$ cat src/rtl/alu_reservation_station_pkg.sv
// Shared definitions for the ALU reservation station.
// Holds the default ROB sizing, the command and data widths, and the
// rs_entry_t record used for each reservation-station slot.
// Tag fields in rs_entry_t are sized from ROB_SIZE here. The top module
// size-casts its ROBsizeLog-wide ports onto these fields.
package alu_reservation_station_pkg;

    localparam int ROB_SIZE  = 8;
    localparam int ROB_TAG_W = $clog2(ROB_SIZE + 1);
    localparam int CMD_W     = 10;
    localparam int DATA_W    = 64;

    typedef struct packed {
        logic                 valid;
        logic [CMD_W-1:0]     commands;
        logic [ROB_TAG_W-1:0] tag;
        logic [DATA_W-1:0]    val1;
        logic                 rdy1;
        logic [ROB_TAG_W-1:0] src1;
        logic [DATA_W-1:0]    val2;
        logic                 rdy2;
        logic [ROB_TAG_W-1:0] src2;
        logic [DATA_W-1:0]    val3;
    } rs_entry_t;

endpackage

$ cat src/rtl/alu_reservation_station_rs_priority_pick.sv
// Lowest-index-first priority picker.
// Ports:
//   req     : request vector, one bit per reservation-station entry
//   grant   : one-hot grant for the lowest set request bit (zero if none)
//   index   : binary index of the granted bit (zero if none)
//   any_req : at least one request bit is set
// The top module uses this picker twice: once to find a free slot for
// dispatch, and once to choose the entry to issue.
module rs_priority_pick #(
    parameter int WIDTH = 4,
    parameter int IDXW  = (WIDTH > 1) ? $clog2(WIDTH) : 1
) (
    input  logic [WIDTH-1:0] req,
    output logic [WIDTH-1:0] grant,
    output logic [IDXW-1:0]  index,
    output logic             any_req
);

    // The loop scans from high index to low index so the lowest set bit is written last and wins.
    always_comb begin
        grant   = '0;
        index   = '0;
        any_req = 1'b0;
        for (int i = WIDTH - 1; i >= 0; i--) begin
            if (req[i]) begin
                grant    = '0;
                grant[i] = 1'b1;
                index    = IDXW'(i);
                any_req  = 1'b1;
            end
        end
    end

endmodule

$ cat src/rtl/alu_reservation_station.sv
// Reservation station that buffers dispatched ALU operations until both
// source operands are valid, then presents them to the issue stage.
// Ports:
//   clk_i, reset_i (synchronous, active low)
//   dispatch*_i    : new operation from dispatch; the entry carries its
//                    operand values, or the producer tags of operands that
//                    are not yet ready
//   rsFull_o, rsCount_o : occupancy, taken from registered state only
//   cdb*_i         : result broadcast used to wake up waiting operands
//   flush_i        : discard every entry
//   readyRS_o, reservationStation*_o, RSVal3_o : the selected issuable entry
//   stallRS_i      : the issue stage cannot accept a transfer this cycle
module alu_reservation_station
    import alu_reservation_station_pkg::*;
#(
    parameter int ROBsize    = ROB_SIZE,
    parameter int ROBsizeLog = $clog2(ROBsize + 1),
    parameter int RSdepth    = 4,
    localparam int CNTW      = $clog2(RSdepth + 1)
) (
    input  logic                  clk_i,
    input  logic                  reset_i,
    input  logic                  dispatchValid_i,
    input  logic [CMD_W-1:0]      dispatchCommands_i,
    input  logic [ROBsizeLog-1:0] dispatchTag_i,
    input  logic [DATA_W-1:0]     dispatchVal1_i,
    input  logic [DATA_W-1:0]     dispatchVal2_i,
    input  logic                  dispatchRdy1_i,
    input  logic                  dispatchRdy2_i,
    input  logic [ROBsizeLog-1:0] dispatchSrc1_i,
    input  logic [ROBsizeLog-1:0] dispatchSrc2_i,
    input  logic [DATA_W-1:0]     dispatchVal3_i,
    output logic                  rsFull_o,
    output logic [CNTW-1:0]       rsCount_o,
    input  logic                  cdbValid_i,
    input  logic [ROBsizeLog-1:0] cdbTag_i,
    input  logic [DATA_W-1:0]     cdbVal_i,
    input  logic                  flush_i,
    output logic                  readyRS_o,
    output logic [DATA_W-1:0]     reservationStationVal1_o,
    output logic [DATA_W-1:0]     reservationStationVal2_o,
    output logic [DATA_W-1:0]     RSVal3_o,
    output logic [CMD_W-1:0]      reservationStationCommands_o,
    output logic [ROBsizeLog-1:0] reservationStationTag_o,
    input  logic                  stallRS_i
);

    localparam int IDXW = (RSdepth > 1) ? $clog2(RSdepth) : 1;

    rs_entry_t            entries [RSdepth];
    rs_entry_t            dispatch_entry;
    rs_entry_t            sel_entry;
    logic [RSdepth-1:0]   valid_vec;
    logic [RSdepth-1:0]   issuable_vec;
    logic [RSdepth-1:0]   issue_grant;
    logic [RSdepth-1:0]   free_grant;
    logic [IDXW-1:0]      issue_idx;
    logic [IDXW-1:0]      free_idx;
    logic                 issue_any;
    logic                 free_any;
    logic                 dispatch_en;
    logic                 transfer;
    logic [ROB_TAG_W-1:0] cdb_tag;
    logic                 unused_free_idx;

    // Per-entry status bits. These come only from registered state, so issue selection and occupancy never see same-cycle inputs.
    always_comb begin
        valid_vec    = '0;
        issuable_vec = '0;
        for (int i = 0; i < RSdepth; i++) begin
            valid_vec[i]    = entries[i].valid;
            issuable_vec[i] = entries[i].valid & entries[i].rdy1 & entries[i].rdy2;
        end
    end

    rs_priority_pick #(.WIDTH(RSdepth), .IDXW(IDXW)) u_free_pick (
        .req     (~valid_vec),
        .grant   (free_grant),
        .index   (free_idx),
        .any_req (free_any)
    );

    rs_priority_pick #(.WIDTH(RSdepth), .IDXW(IDXW)) u_issue_pick (
        .req     (issuable_vec),
        .grant   (issue_grant),
        .index   (issue_idx),
        .any_req (issue_any)
    );

    assign unused_free_idx = ^free_idx;
    assign cdb_tag         = ROB_TAG_W'(cdbTag_i);

    // The free slot is chosen from registered valid bits, so a slot that is freed in this cycle cannot be reused until the next one.
    assign dispatch_en = dispatchValid_i & free_any & ~flush_i;
    assign transfer    = issue_any & ~stallRS_i;

    // Build the new entry. An operand that arrives not-ready but whose producer is on the CDB in this cycle is written as ready with the CDB value.
    always_comb begin
        dispatch_entry          = '0;
        dispatch_entry.valid    = 1'b1;
        dispatch_entry.commands = dispatchCommands_i;
        dispatch_entry.tag      = ROB_TAG_W'(dispatchTag_i);
        dispatch_entry.src1     = ROB_TAG_W'(dispatchSrc1_i);
        dispatch_entry.src2     = ROB_TAG_W'(dispatchSrc2_i);
        dispatch_entry.val3     = dispatchVal3_i;
        dispatch_entry.val1     = dispatchVal1_i;
        dispatch_entry.rdy1     = dispatchRdy1_i;
        dispatch_entry.val2     = dispatchVal2_i;
        dispatch_entry.rdy2     = dispatchRdy2_i;
        if (!dispatchRdy1_i && cdbValid_i && (cdbTag_i == dispatchSrc1_i)) begin
            dispatch_entry.val1 = cdbVal_i;
            dispatch_entry.rdy1 = 1'b1;
        end
        if (!dispatchRdy2_i && cdbValid_i && (cdbTag_i == dispatchSrc2_i)) begin
            dispatch_entry.val2 = cdbVal_i;
            dispatch_entry.rdy2 = 1'b1;
        end
    end

    // Entry storage. Reset and flush clear only the valid bits; the payload fields are don't-care while an entry is invalid.
    always_ff @(posedge clk_i) begin
        if (!reset_i) begin
            for (int i = 0; i < RSdepth; i++) entries[i].valid <= 1'b0;
        end else if (flush_i) begin
            for (int i = 0; i < RSdepth; i++) entries[i].valid <= 1'b0;
        end else begin
            for (int i = 0; i < RSdepth; i++) begin
                if (entries[i].valid) begin
                    if (!entries[i].rdy1 && cdbValid_i && (cdb_tag == entries[i].src1)) begin
                        entries[i].val1 <= cdbVal_i;
                        entries[i].rdy1 <= 1'b1;
                    end
                    if (!entries[i].rdy2 && cdbValid_i && (cdb_tag == entries[i].src2)) begin
                        entries[i].val2 <= cdbVal_i;
                        entries[i].rdy2 <= 1'b1;
                    end
                    if (transfer && issue_grant[i]) entries[i].valid <= 1'b0;
                end else if (dispatch_en && free_grant[i]) begin
                    entries[i] <= dispatch_entry;
                end
            end
        end
    end

    // Occupancy is counted from registered valid bits.
    always_comb begin
        rsCount_o = '0;
        for (int i = 0; i < RSdepth; i++) rsCount_o = rsCount_o + CNTW'(valid_vec[i]);
    end

    assign rsFull_o  = &valid_vec;
    assign sel_entry = entries[issue_idx];
    assign readyRS_o = issue_any;

    // The issue outputs are forced to zero when no entry is issuable, so stale payload from invalid slots never reaches the outputs.
    always_comb begin
        reservationStationVal1_o     = '0;
        reservationStationVal2_o     = '0;
        RSVal3_o                     = '0;
        reservationStationCommands_o = '0;
        reservationStationTag_o      = '0;
        if (issue_any) begin
            reservationStationVal1_o     = sel_entry.val1;
            reservationStationVal2_o     = sel_entry.val2;
            RSVal3_o                     = sel_entry.val3;
            reservationStationCommands_o = sel_entry.commands;
            reservationStationTag_o      = ROBsizeLog'(sel_entry.tag);
        end
    end

endmodule

$ cat config.mk
export PLATFORM = sky130hd
export DESIGN_NAME = alu_reservation_station
export DESIGN_NICKNAME = d
export VERILOG_FILES = /design/src/rtl/alu_reservation_station_pkg.sv /design/src/rtl/alu_reservation_station_rs_priority_pick.sv /design/src/rtl/alu_reservation_station.sv
export SDC_FILE = /design/constraint.sdc
export NUM_CORES = 2
export LEC_CHECK = 0
export ABC_AREA = 0
export CAP_MARGIN = 20
export CORE_AREA = 2 2 271 273
export CTS_CLUSTER_SIZE = 12
export DETAILED_ROUTE_END_ITERATION = 8
export DIE_AREA = 0 0 273 275
export PLACE_DENSITY = 0.8
export SKIP_CTS_REPAIR_TIMING = 1
export SYNTH_ARGS = -nofsm -noshare
export SYNTH_HDL_FRONTEND = slang
export SYNTH_SLANG_ARGS = --single-unit
$ cat constraint.sdc
create_clock -name clk_i -period 13.4 [get_ports clk_i]
set_input_delay 4.02 -clock clk_i [delete_from_list [all_inputs] [get_ports clk_i]]
set_output_delay 4.02 -clock clk_i [all_outputs]
set_load 0.01 [all_outputs]
==> impl_results.md <==
* Area fraction in compound gates after synthesis at 13.1%
* Slowest stage delay, CP at approximately 0.8 ns
* CP most frequent cell: buf_4
* Final design area excluding fillers at 0.0486 mm^2
* Core area at 0.0723 mm^2
* Max_slew headroom at 21.4%
* Yosys warns at 0
* Number of port buffers at 500
* Post-placement setup slack at 5.17 ns
* Clock tree from TritonCTS: yes
* Type of element launching the critical path: register
* Layout fillers at ~5000
* Worst hold slack across all endpoints at 0.939 ns
* Portion of netlist area occupied by mux cells at 16.9%
* Gate count after technology mapping at 2734
* Launch instance of the worst min-delay path: entries[3][137]$_SDFFCE_PN1P_
* H-tree levels at 3
* Ys flop type: edfxtp_1
* Final critical-path required period at 8.91 ns
* Most instantiated cells after synthesis: 868 x edfxtp_1, 462 x mux2i_1, 259 x a21oi_1
* Part of the cycle the worst path needs at 66.5%
* Setup repair after global routing missed its margin: false
* Cell Area, Placed at about 0.046 mm^2
* Max IR drop VDD at 0.0881 mV
* Register bank with the most flops: entries
* End of the worst register-to-register path: entries[0][74]$_DFFE_PP_
* Final WS setup at 4.49 ns
* Fraction of the mapped netlist area in simple logic gates at 1.14%
* Largest register FFs at 868
* Post-layout utilization of the core at 67.2%
* Leading cell types by total area after synthesis: edfxtp_1 65%, mux2i_1 12%, mux2_2 4.9%
* Required arrival time at the worst endpoint at 9.38 ns
* Synthesized net count at between 3000 and 4000
* Largest registers: entries (868)
* Area delta synth->final at 21.4%
* Latest clock arrival within the worst-skew pair at 0.63 ns
* Final clock skew at 0.0181 ns
* Post-synthesis instance area at ~0.04 mm^2
* Synthesized-area fraction occupied by xor and xnor cells at 0.809%
* Arrival time of data at the critical path endpoint at 4.89 ns
* Area occupied by multi-input gates at 0.0131 mm^2
* Wirelength, routed at approximately 120000 um
* Leakage power summed over all cells at 17.5 nW
* Worst setup path endpoint: reservationStationVal2_o[26]
* Clock transition at path regs at 0.06 ns
* Largest net degree at the start of global routing at 175
* Post-synthesis sequential area ratio at 65.1%
* Detail Route Antenna Nets at 0
* Average detailed-routed wire length per instance at 27.9 um
* Post-synthesis cell type with the largest combined area: edfxtp_1
* Endpoints failing setup at 0
* Beginning of the worst register-to-register path: entries[0][216]$_SDFFCE_PP0P_
* Number of cell rows at between 90 and 100
* Die Footprint at between 0.07 and 0.08 mm^2
* Share of cells above drive strength 1 at roughly 11%
* Max-cap check violation count at 0
* Portion of synthesized cell area occupied by the leading cell type at between 60% and 70%
* Clock root cell: clkbuf_16
* Max frequency at 112 MHz
* Maximum buffer depth of the clock tree at 3
* Die outline height at 275 um
* Total half-perimeter wirelength after legalization and detailed placement at 68000 um
* Total Negative Setup Slacks at 0 ns
* Fraction of registers with async set or reset after synthesis at 0%
* DRC at 0
* Number of top-level pins at 501
* Synth unique cells at 50
* Crit Path Max Fanout at 78
* Setup CP Type: register to primary output
* CP Capture Type: primary output
* Count of routing violations after the opening detailed-route iteration at 3279
* Number of hold violations in the final report at 0
* Num CTS Buffers at 90
* Routed vias at 27167
* Clock Sink Count at 868
* Slowest stage cell on the critical path: buf_4
* Reg area at 0.0261 mm^2
* Total GRT Usage at about 30%
* Post-synthesis average cell area at 14.7 um^2
* Global route total overflow at 0
* Cell-by-cell trace of the critical path: nand3_1 -> and2_1 -> nand2_4 -> buf_4 -> buf_4 -> o21ai_0 -> clkdlybuf4s50_1
* Adder and majority cell fraction of the synthesized area at 0.175%
* Setup slack on the worst flop-to-flop path at roughly 8.8 ns
* Placer congestion estimate at 0.821
* First-pass GRT wire length at 171000 um
* Dominant combinational cell family by area after synthesis: multiplexers
* Number of flops mapped to enable cells by yosys at between 800 and 900
* Max Transition Viols Final at 0
* Die Wd at around 270 um
* Start point of the critical path: entries[1][216]$_SDFFCE_PP0P_
* Net total in the final layout at 3445
* Initial standard-cell utilization of the core at 55.4%
* Initial antenna violation count at 31
* Worst hold path depth at 2
* DR vias/cell at 6.49
* Register bit total from synthesis at between 800 and 900
* Number of optimization iterations in the first detailed-route pass at 6
* Measured slew at the worst slew-check pin at 1.18 ns
* Pwr per Cell Area at between 100 and 150 mW/mm^2
* Worst Reg2Reg Path Length in Cells at 8
* Most common cell in the synthesized netlist: edfxtp_1
* Outcome: complete, no violations
* Tightest Hold Check Type: register to register
* Via count of the first global-routing pass at ~27000
-- routing by layer --
metal / wire length [um] / up-vias / global-route usage [%]
met5: 174 / - / 0
met4: 3660 / 28 / 12.1
li1: - / 11690 / -
met1: 43400 / 13663 / 38.5
met2: 57700 / 1538 / 50.0
met3: 11900 / 248 / 7.73
-- worst min-delay path by stage --
| stage | slack [ns] | end |
|---|---|---|
| CTS | 0.95 | entries[3][196]$_DFFE_PP_ |
| finish | 0.94 | entries[3][137]$_SDFFCE_PN1P_ |
| global route | 0.98 | entries[3][196]$_DFFE_PP_ |
| floorplan | 0.74 | entries[0][137]$_DFFE_PP_ |
| global placement | 0.88 | entries[2][216]$_DFFE_PP_ |
| detailed placement | 0.94 | entries[3][137]$_SDFFCE_PN1P_ |
-- where the power goes --
group | switching [W] | leakage (nW) | internal [W]
Combinational | 0.000250 | 8.43 | 0.000210
Clock | 0.00101 | 1.26 | 0.00126
Sequential | 0.0000110 | 7.83 | 0.00304
-- cell type report --
| type | instances | share of cell area [%] |
|---|---|---|
| sequential | 868 | 53.6 |
| multi-input combinational | 1619 | 27.0 |
| timing repair buffer | 553 | 11.4 |
| clock buffer | 115 | 4.87 |
| tap | 959 | 2.47 |
| clock inverter | 36 | 0.486 |
| inverter | 18 | 0.157 |
| antenna | 19 | 0.0978 |
-- cells in the final DEF (no fill, tap or decap), types with 11 or more instances in the layout --
cell and n:
and2_1 15, mux2_2 176, a21boi_0 47, clkbuf_1 24
clkinv_1 21, diode_2 19, a22o_1 65, mux2i_1 462
inv_1 13, edfxtp_1 868, xnor2_1 21, clkbuf_16 91
clkdlybuf4s50_1 500, mux2_1 16, a22oi_1 210, buf_4 45
xor2_1 16, o21ai_0 206, a21oi_1 259, nand2_1 11
a21boi_1 37
-- through the flow --
step	total power [W]	std cells
after floorplan	0.00333	2734
after global placement	0.00354	4010
after detailed placement	0.00356	4012
after CTS	0.00580	4163
after global routing	0.00594	4181
final	0.00579	4187
-- worst max-delay path: cells and delay by family (launching register included) --
kind	cells	cell delay, ns
flops	1	0.47
compound gates	1	0.43
simple gates	3	1.00
buf+inv	3	2.20
-- cell families (layout without fill, tap and decap cells) --
family,after synthesis,in the layout
AOI/OAI and AO/OA,844,844
xor gates and xnor gates,37,37
adders and majority gates,5,5
buffers and inverters,247,722
DFF,868,868
muxes,654,654
other,0,19
and+or+nand+nor,79,79
No activity file was read; power rests on OpenSTA's default activity.
